`src/rtl/ext_fifo_egress_pacer.sv`:
```
// Rate-pacing egress stage: a two-entry skid buffer on the ext_fifo read side that releases words at most one per `rate` cycles.
// Optional word/frame counters are built when EGRESS_PACER_STATS_EN is defined.
module ext_fifo_egress_pacer #(
    parameter int WIDTH   = 36,
    parameter int RATE_W  = 8,
    parameter int EOF_BIT = 33
) (
    input  logic              clk,
    input  logic              rst_n,
    input  logic              enable,
    input  logic [RATE_W-1:0] rate,
    input  logic [WIDTH-1:0]  i_data,
    input  logic              i_src_rdy,
    output logic              i_dst_rdy,
    output logic [WIDTH-1:0]  o_data,
    output logic              o_src_rdy,
    input  logic              o_dst_rdy
`ifdef EGRESS_PACER_STATS_EN
    ,
    input  logic              stats_clr,
    output logic [31:0]       word_count,
    output logic [15:0]       frame_count
`endif
);

    logic [WIDTH-1:0]  mem [2];
    logic              rd_ptr;
    logic              wr_ptr;
    logic [1:0]        occupancy;
    logic [1:0]        next_occupancy;
    logic              dst_rdy_q;
    logic              in_xfer;
    logic              out_xfer;
    logic [RATE_W-1:0] gap;
    logic [RATE_W-1:0] gap_load;
    logic              hold;

    assign in_xfer  = i_src_rdy & dst_rdy_q;
    assign out_xfer = o_src_rdy & o_dst_rdy;

    // An offered word stays offered until taken, even if enable drops meanwhile.
    assign o_src_rdy = hold | (enable & (occupancy != 2'd0) & (gap == '0));
    assign o_data    = mem[rd_ptr];
    assign i_dst_rdy = dst_rdy_q;

    assign gap_load = (rate == '0) ? '0 : rate - RATE_W'(1);

    // NOTE: every variable driven from always_comb gets a default first so no latch is inferred.
    always_comb begin
        next_occupancy = occupancy;
        if (in_xfer && !out_xfer) begin
            next_occupancy = occupancy + 2'd1;
        end else if (!in_xfer && out_xfer) begin
            next_occupancy = occupancy - 2'd1;
        end
    end

    // NOTE: sequential state uses non-blocking assignments only, so all registers update from pre-edge values.
    always_ff @(posedge clk or negedge rst_n) begin
        if (!rst_n) begin
            occupancy <= 2'd0;
            rd_ptr    <= 1'b0;
            wr_ptr    <= 1'b0;
            dst_rdy_q <= 1'b0;
            gap       <= '0;
            hold      <= 1'b0;
        end else begin
            occupancy <= next_occupancy;
            dst_rdy_q <= (next_occupancy < 2'd2);
            hold      <= o_src_rdy & ~o_dst_rdy;
            if (in_xfer) begin
                wr_ptr <= ~wr_ptr;
            end
            if (out_xfer) begin
                rd_ptr <= ~rd_ptr;
                gap    <= gap_load;
            end else if (gap != '0) begin
                gap <= gap - RATE_W'(1);
            end
        end
    end

    // NOTE: the two storage entries are reset because o_data must read zero out of reset; a deeper memory would not be.
    always_ff @(posedge clk or negedge rst_n) begin
        if (!rst_n) begin
            for (int i = 0; i < 2; i++) begin
                mem[i] <= '0;
            end
        end else if (in_xfer) begin
            mem[wr_ptr] <= i_data;
        end
    end

`ifdef EGRESS_PACER_STATS_EN
    always_ff @(posedge clk or negedge rst_n) begin
        if (!rst_n) begin
            word_count  <= '0;
            frame_count <= '0;
        end else if (stats_clr) begin
            word_count  <= '0;
            frame_count <= '0;
        end else if (out_xfer) begin
            word_count <= word_count + 32'd1;
            if (o_data[EOF_BIT]) begin
                frame_count <= frame_count + 16'd1;
            end
        end
    end
`endif

endmodule

```
`config.mk`:
```
export PLATFORM = sky130hd
export DESIGN_NAME = ext_fifo_egress_pacer
export DESIGN_NICKNAME = d
export VERILOG_FILES = /design/src/rtl/ext_fifo_egress_pacer.sv
export SDC_FILE = /design/constraint.sdc
export NUM_CORES = 1
export LEC_CHECK = 0
export ABC_AREA = 0
export BUFFER_PORTS_ARGS = -buffer_cell sky130_fd_sc_hd__buf_2
export CAP_MARGIN = 20
export CORE_MARGIN = 5
export CORE_UTILIZATION = 35
export DETAILED_ROUTE_END_ITERATION = 10
export PLACE_DENSITY = 0.54
export SETUP_SLACK_MARGIN = 0.02
export SLEW_MARGIN = 15
export SYNTH_ARGS = -nofsm -noshare
export SYNTH_HDL_FRONTEND = slang
export SYNTH_SLANG_ARGS = --single-unit
export TNS_END_PERCENT = 5
```
`constraint.sdc`:
```
create_clock -name clk -period 2 [get_ports clk]
set_input_delay 0.3 -clock clk [delete_from_list [all_inputs] [get_ports clk]]
set_output_delay 0.3 -clock clk [all_outputs]
set_load 0.1 [all_outputs]
```
==> results of run 1 <==
## kinds of logic after synthesis
logic type,Yosys count,share of synthesized area (%)
flops,86,52.6
xor+xnor,7,1.50
mux,113,31.0
compound gates,23,4.25
buf+inv,22,3.15
fa+ha+maj,6,1.84
simple gates,39,5.69
## final timing paths
kind / from / endpoint / depth (start not counted)
max: rd_ptr$_DFFE_PN0N_ / o_data[15] / 3
min: o_dst_rdy / hold$_DFF_PN0_ / 2
max reg2reg: gap[5]$_DFFE_PN0P_ / flip-flop / 7
min reg2reg: mem[18]$_DFFE_PN0P_ / mem[18]$_DFFE_PN0P_ / 1
max in group asynchronous: rst_n / mem[43]$_DFFE_PN0P_ / 3
min in group asynchronous: rst_n / mem[9]$_DFFE_PN0P_ / 2
## final cells by class
class / count / area (um^2) / area share, %
Inverter: 10 / 37.5 / 0.656
Tap cell: 143 / 179 / 3.13
Timing Repair Buffer: 103 / 1170 / 20.5
Clock buffer: 9 / 225 / 3.94
Sequential cell: 86 / 2150 / 37.7
Multi-Input combinational cell: 188 / 1850 / 32.3
Clock inverter: 7 / 105 / 1.84
## routing by layer
metal	routed length, um	track usage, %	up-vias
met1	3700	15.6	1339
met5	0	0	-
met4	115	4.09	0
met2	4390	22.3	58
li1	-	-	1270
met3	296	2.88	8
## flip-flops by register name, indices dropped and copies added (netlist names), named ones only
register,count
gap,8
hold,1
i_dst_rdy,1
mem,72
occupancy,1
rd_ptr,1
wr_ptr,1
## report_power, final
part | internal [mW] | leakage, nW | switching (mW)
Combinational | 0.0517 | 1.50 | 0.0784
Clock | 1.11 | 0.159 | 0.708
Sequential | 1.74 | 1.19 | 0
## repair_timing
| item | in CTS | in global routing |
|---|---|---|
| hold buffers | 1 | 0 |
| hold endpoints to repair | 36 | 0 |
| buffers inserted | 6 | 3 |
| pin swaps | 2 | 0 |
| setup endpoints to repair | 1 | 9 |
| gates resized for setup | 3 | 6 |
## cells in the final DEF (no fill, tap or decap), types with 2 or more instances in the layout
cell       Yosys  layout
mux2_2       108     108
dfrtp_1       86      84
buf_2          7      48
buf_12         0      41
nand2_1       15      14
buf_4          0      12
clkbuf_16      0       9
inv_1         10       8
a21oi_1        7       7
mux2i_1        5       5
nor2_1         5       5
ha_1           6       5
nor3b_1        4       4
xor2_1         4       4
nor3_1         3       3
o31ai_1        3       3
a31oi_1        4       3
xnor2_1        3       3
nor4_4         2       2
inv_2          0       2
nand3_1        2       2
inv_6          0       2
bufinv_16      0       2
dfrtp_2        0       2
==> results.toml, run 1 <==
[layout]
area_delta_synth_final_pct = 39.9
insertedDiodeCount = 0
fill_cells = 1012
final_cells = 546
finalNetCount = 453
design_area_um2 = 5720
fin_util_pct = 50.1
final_layout_size_suffix_gt1_share_pct = 60.0

[global_route]
antenna_found_initial = 0
grt_pass1_wl_mm = 14.8
grt_max_degree = 51
grt_pass1_vias = 3060
grt_overflow_total = 0
grt_use_total_pct = 12.8

[synth]
synth_most_common_cell = "mux2_2"
syn_area_um2 = 4090
ys_async_sr_fraction_pct = 100
ys_ff_latch = 86
synth_nets = 351
syn_inst = 296
ys.flop_type = "dfrtp_1"
synth.area.top_cells = "dfrtp_1 (53%), mux2_2 (30%), ha_1 (1.8%)"
ys_warn_count = 0
yosysTopAreaCellShare_pct = 52.6
syn_area_per_cell_um2 = 13.8
ys_types = 34
seq_area_frac_synth_pct = 52.6
yosysTopAreaCell = "dfrtp_1"
synth_edf_count = 0
synth_commonest_cells = "mux2_2 (108), dfrtp_1 (86), nand2_1 (15)"

[sta]
whs_ns = 0.195
min_period_over_period_pct = 96.5
setup_viol = 0
setup_ws_ns = 0.0710
max-slew-margin-rel_pct = 61.6
timing.final.hold_violations = 0
finalSetupTns_ns = 0
min_period_ns = 1.93
skew_ns = 0.00652
drv_slew = 0
worst_pin_slew_ns = 0.571
rsz0062_at_grt = "true"
max_freq_mhz = 518

[cts]
clock-sinks = 86
clockRootBuffer = "clkbuf_16"
tritoncts = "built"
path_clk_slew_ns = 0.06
htree_levels = 3
insertion_delay_ns = 0.33
clock_path_buffers = 2
cts_buffers = 9

[pwr]
p_per_area_nw_per_um2 = 645
finalPower_mw = 3.69
p_leak_nw = 2.85
max-vdd-ir-drop_uv = 504

[setup_path]
worstPathRequired_ns = 1.70
cp_max_fo = 17
cpLargestDelayFamily = "flip-flops"
crit_type = "reg2out"
setup.worst_path.start_class = "flip-flop"
endpoint_kind = "output pin"
cpMaxStageDelayCell = "dfrtp_2"
critPathMostFrequentCell = "buf_12"
crit_arrival_ns = 1.63
max_stage_delay_ns = 0.53
worstPathCellList = "buf_12 > mux2_2 > buf_12"
path_buf_inv = 2
r2r_slack_ns = 0.11

[placed_design]
pre_cts_ws_ns = 0.166
dp.cells = 520
place_congestion = 0.717
post_dp_cell_area_um2 = 5270
hpwlAfterDp_mm = 5.94
portBuffers = 86

[floorplan]
die_w_um = 118
core_um2 = 11400
start_util_pct = 35.8
die_y_um = 118
io_pins = 87
dieArea_um2 = 13900
rows = 39

[status]
run_status = "finished, final reports clean"

[drt]
final_antenna_net_count = 0
vias_per_cell = 4.90
drc = 0
drt_iter0_drc = 29
drt-wirelength-per-cell_um = 15.6
firstDrtPassIters = 4
vias = 2675
wl_mm = 8.50

[min_path]
hp-class = "in2reg"

[run]
cap_violations = 0
(Power assumes the default switching activity.)
==> inputs of run 2 (changes only) <==
Settings changed: CORE_ASPECT_RATIO set to 0.6.
==> results.toml, run 2 (same netlist as run 1, synthesis figures left out) <==
[floorplan]
dieArea_um2 = 14000
die_w_um = 150
start_util_pct = 36.0
rows = 30
core_um2 = 11400
die_y_um = 93.7
io_pins = 87

[global_route]
grt_use_total_pct = 13.8
grt_pass1_vias = 2940
grt_max_degree = 43
antenna_found_initial = 1
grt_pass1_wl_mm = 15.0
grt_overflow_total = 0

[sta]
rsz0062_at_grt = "false"
max-slew-margin-rel_pct = 58.3
max_freq_mhz = 530
skew_ns = 0.00469
drv_slew = 0
min_period_ns = 1.89
finalSetupTns_ns = 0
timing.final.hold_violations = 0
min_period_over_period_pct = 94.3
setup_viol = 0
worst_pin_slew_ns = 0.620

[layout]
layout.cells.most_common = "mux2_2"
finalNetCount = 448
fin_util_pct = 49.9
largestRegisters = "mem x72, gap x8"
layout_common_cells = "mux2_2 (108), dfrtp_1 (84), buf_2 (48)"
insertedDiodeCount = 0
final_layout_size_suffix_gt1_share_pct = 59.5
area_delta_synth_final_pct = 38.9
largest_reg_flops = 72
top_register = "mem"

[setup_path]
cp_max_fo = 3
crit_arrival_ns = 1.59
crit_type = "reg2out"
setup.worst_path.start_class = "flip-flop"
worstPathRequired_ns = 1.70
endpoint_kind = "output pin"

[pwr]
p_per_area_nw_per_um2 = 641
max-vdd-ir-drop_uv = 449
p_leak_nw = 2.82
finalPower_mw = 3.64

[min_path]
hp-class = "in2reg"

[drt]
firstDrtPassIters = 4
vias = 2649
wl_mm = 9.06
final_antenna_net_count = 0
vias_per_cell = 4.75
drt-wirelength-per-cell_um = 16.2
drt_iter0_drc = 103
drc = 0

[cts]
tritoncts = "built"
clock-sinks = 86
clockRootBuffer = "clkbuf_16"
cts_buffers = 9
insertion_delay_ns = 0.33
htree_levels = 3
path_clk_slew_ns = 0.06
clock_path_buffers = 2

[placed_design]
portBuffers = 86
place_congestion = 0.819
hpwlAfterDp_mm = 6.46

[run]
cap_violations = 0

[status]
run_status = "finished, final reports clean"
-- run 2: changes by cell type in the layout (fill, tap and decap cells not counted), moves of 2 or more --
cell and delta:
inv_6 -2, clkbuf_1 +2, buf_4 -4, clkinv_2 +2
-- run 2: path summary, 6_finish.rpt --
| check | startpoint | cells after the start | slack [ns] | end |
|---|---|---|---|---|
| max | gap[0]$_DFFE_PN0P_ | 6 | 0.11 | o_src_rdy |
| min | i_data[10] | 2 | 0.21 | mem[10]$_DFFE_PN0P_ |
| max reg2reg | gap[0]$_DFFE_PN0P_ | 9 | 0.14 | flip-flop |
| min reg2reg | mem[31]$_DFFE_PN0P_ | 1 | 0.50 | mem[31]$_DFFE_PN0P_ |
| max in group asynchronous | rst_n | 3 | 0.79 | mem[0]$_DFFE_PN0P_ |
| min in group asynchronous | rst_n | 2 | 0.51 | mem[34]$_DFFE_PN0P_ |
-- run 2: what timing repair did --
action / 4_1_cts / 5_1_grt
setup buffers: 2 / 1
resized for setup: 1 / 9
hold buffers: 1 / 0
setup endpoints to repair: 1 / 5
pin swaps: 1 / 1
hold endpoints to repair: 39 / 0
-- run 2: metrics by stage --
stage	worst slack (ns)	std cells	area, um^2	hold slack, ns
floorplan	0.0128	296	4090	0.00441
global placement	0.0851	538	5290	0.320
detailed placement	0.0318	538	5290	0.322
CTS	0.00638	557	5640	0.194
global route	0.0155	558	5680	0.200
finish	0.114	558	5680	0.212
-- run 2: metal layers --
layer | track usage (%) | vias to the layer above | routed length [um]
met1 | 19.3 | 1321 | 4500
li1 | - | 1255 | -
met3 | 5.21 | 10 | 553
met4 | 3.88 | 2 | 78
met5 | 0 | - | 7
met2 | 20.0 | 61 | 3920
-- run 2: critical path: stages, from the launching register on --
cell and delay [ns]:
dfrtp_1 0.40, inv_1 0.10, ha_4 0.15, nor3b_4 0.22, a31oi_2 0.14, inv_2 0.09, buf_12 0.17
-- run 2: where the power goes --
part / leakage [nW] / switching, mW / internal [mW] / total, mW
clock: 0.157 / 0.644 / 1.12 / 1.77
sequential: 1.19 / 0 / 1.74 / 1.74
combinational: 1.48 / 0.0818 / 0.0516 / 0.133
-- run 2: layout make-up --
class | count | area [um^2]
Timing Repair Buffer | 98 | 1120
Tap cell | 160 | 200
Fill cell | 1015 | 5690
Multi-Input combinational cell | 188 | 1850
Inverter | 10 | 37.5
Clock inverter | 4 | 70.1
Clock buffer | 12 | 246
Sequential cell | 86 | 2150
==> inputs of run 3 (changes only) <==
Settings changed: BUFFER_PORTS_ARGS -buffer_cell sky130_fd_sc_hd__buf_2 to -buffer_cell sky130_fd_sc_hd__buf_4.
==> results.toml, run 3 (same netlist as run 1, synthesis figures left out) <==
[floorplan]
start_util_pct = 36.0
rows = 30
dieArea_um2 = 14000
die_y_um = 93.7
io_pins = 87
core_um2 = 11400
die_w_um = 150

[sta]
drv_slew = 0
min_period_over_period_pct = 96.7
timing.final.hold_violations = 0
setup_viol = 0
skew_ns = 0.00419
worst_pin_slew_ns = 0.632
rsz0062_at_grt = "false"
min_period_ns = 1.93
max_freq_mhz = 517
max-slew-margin-rel_pct = 57.5
finalSetupTns_ns = 0

[setup_path]
cpLargestDelayFamily = "buffers and inverters"
worstPathCellList = "buf_12 > mux2_2 > buf_4"
worstPathRequired_ns = 1.70
crit_type = "reg2out"
cp_max_fo = 34
setup.worst_path.start_class = "flip-flop"
cpMaxStageDelayCell = "dfrtp_2"
crit_arrival_ns = 1.63
max_stage_delay_ns = 0.42
path_buf_inv = 2
endpoint_kind = "output pin"

[global_route]
grt_pass1_vias = 2773
grt_pass1_wl_mm = 14.4
grt_max_degree = 45
grt_use_total_pct = 13.2
grt_overflow_total = 0
antenna_found_initial = 0

[status]
run_status = "finished, final reports clean"

[run]
cap_violations = 0

[placed_design]
place_congestion = 0.782
dp.cells = 538
portBuffers = 86
hpwlAfterDp_mm = 6.30

[drt]
final_antenna_net_count = 0
wl_mm = 8.80
vias_per_cell = 4.78
firstDrtPassIters = 4
drc = 0
drt-wirelength-per-cell_um = 15.8
drt_iter0_drc = 146
vias = 2665

[layout]
layout.cells.most_common = "mux2_2"
largestRegisters = "mem x72, gap x8"
final_layout_size_suffix_gt1_share_pct = 60.2
fill_cells = 1042
layout_common_cells = "mux2_2 (108), dfrtp_1 (84), buf_4 (73)"
area_delta_synth_final_pct = 32.7
finalNetCount = 447
top_register = "mem"
final_cells = 557
insertedDiodeCount = 0
largest_reg_flops = 72

[cts]
insertion_delay_ns = 0.33
tritoncts = "built"
htree_levels = 3
cts_buffers = 9
clock_path_buffers = 2
path_clk_slew_ns = 0.06
clockRootBuffer = "clkbuf_16"
clock-sinks = 86

[pwr]
p_per_area_nw_per_um2 = 677
max-vdd-ir-drop_uv = 390
p_leak_nw = 2.77

[min_path]
hp-class = "in2reg"
## run 3: what timing repair did
action / CTS / global route
resized for setup: 2 / 29
pin swaps: 1 / 1
hold buffers: 1 / 0
setup endpoints to repair: 1 / 20
endpoints found under the hold margin: 25 / 0
setup buffers: 2 / 0
## run 3: metal layers
metal	routed length (um)	up-vias	track usage, %
li1	-	1265	-
met1	4290	1327	18.9
met2	3870	62	18.8
met3	563	11	4.97
met4	80	0	3.20
met5	0	-	0
## run 3: report_power, final
part	leakage, nW	internal [mW]	total [mW]	switching, mW
sequential	1.19	1.74	1.74	0
combinational	1.43	0.0789	0.161	0.0823
clock	0.152	1.10	1.77	0.677
## run 3: final cells by class
type	instances	area [um^2]	area share, %
inverters	10	37.5	0.692
flip-flops and latches	86	2150	39.7
well taps	160	200	3.69
clock buffers	9	225	4.15
repair buffers	97	861	15.9
multi-input cells	188	1850	34.1
clock inverters	7	97.6	1.80
## run 3: per-stage QoR
| stage | total power, mW | util (%) | setup slack, ns | hold slack, ns | cell area (um^2) |
|---|---|---|---|---|---|
| floorplan | 1.79 | - | 0.0128 | 0.00441 | 4090 |
| global placement | 1.93 | 43.6 | 0.0970 | 0.248 | 4960 |
| detailed placement | 1.93 | 43.6 | 0.0710 | 0.248 | 4960 |
| CTS | 3.74 | 46.8 | 0.0310 | 0.152 | 5320 |
| global route | 3.82 | 47.7 | 0.0206 | 0.154 | 5430 |
| finish | 3.68 | 47.7 | 0.0655 | 0.164 | 5430 |
## run 3: worst paths after layout
check	start	endpoint	slack [ns]	cells after the start
worst max register to register	gap[1]$_DFFE_PN0P_	flip-flop	0.16	9
worst max-delay path	rd_ptr$_DFFE_PN0N_	o_data[30]	0.07	3
min in group asynchronous	rst_n	gap[7]$_DFFE_PN0P_	0.45	2
worst min-delay path	o_dst_rdy	hold$_DFF_PN0_	0.16	2
worst min register to register	mem[31]$_DFFE_PN0P_	mem[31]$_DFFE_PN0P_	0.50	1
max in group asynchronous	rst_n	rd_ptr$_DFFE_PN0N_	0.97	3
## run 3: worst reg2reg max path, delay by kind of cell (launching register included)
family	cells	cell delay, ns
adder cells (fa/ha/maj)	2	0.49
AO/OA/AOI/OAI	3	0.45
flip-flops	1	0.38
AND/OR/NAND/NOR	1	0.15
buffers and inverters	3	0.26
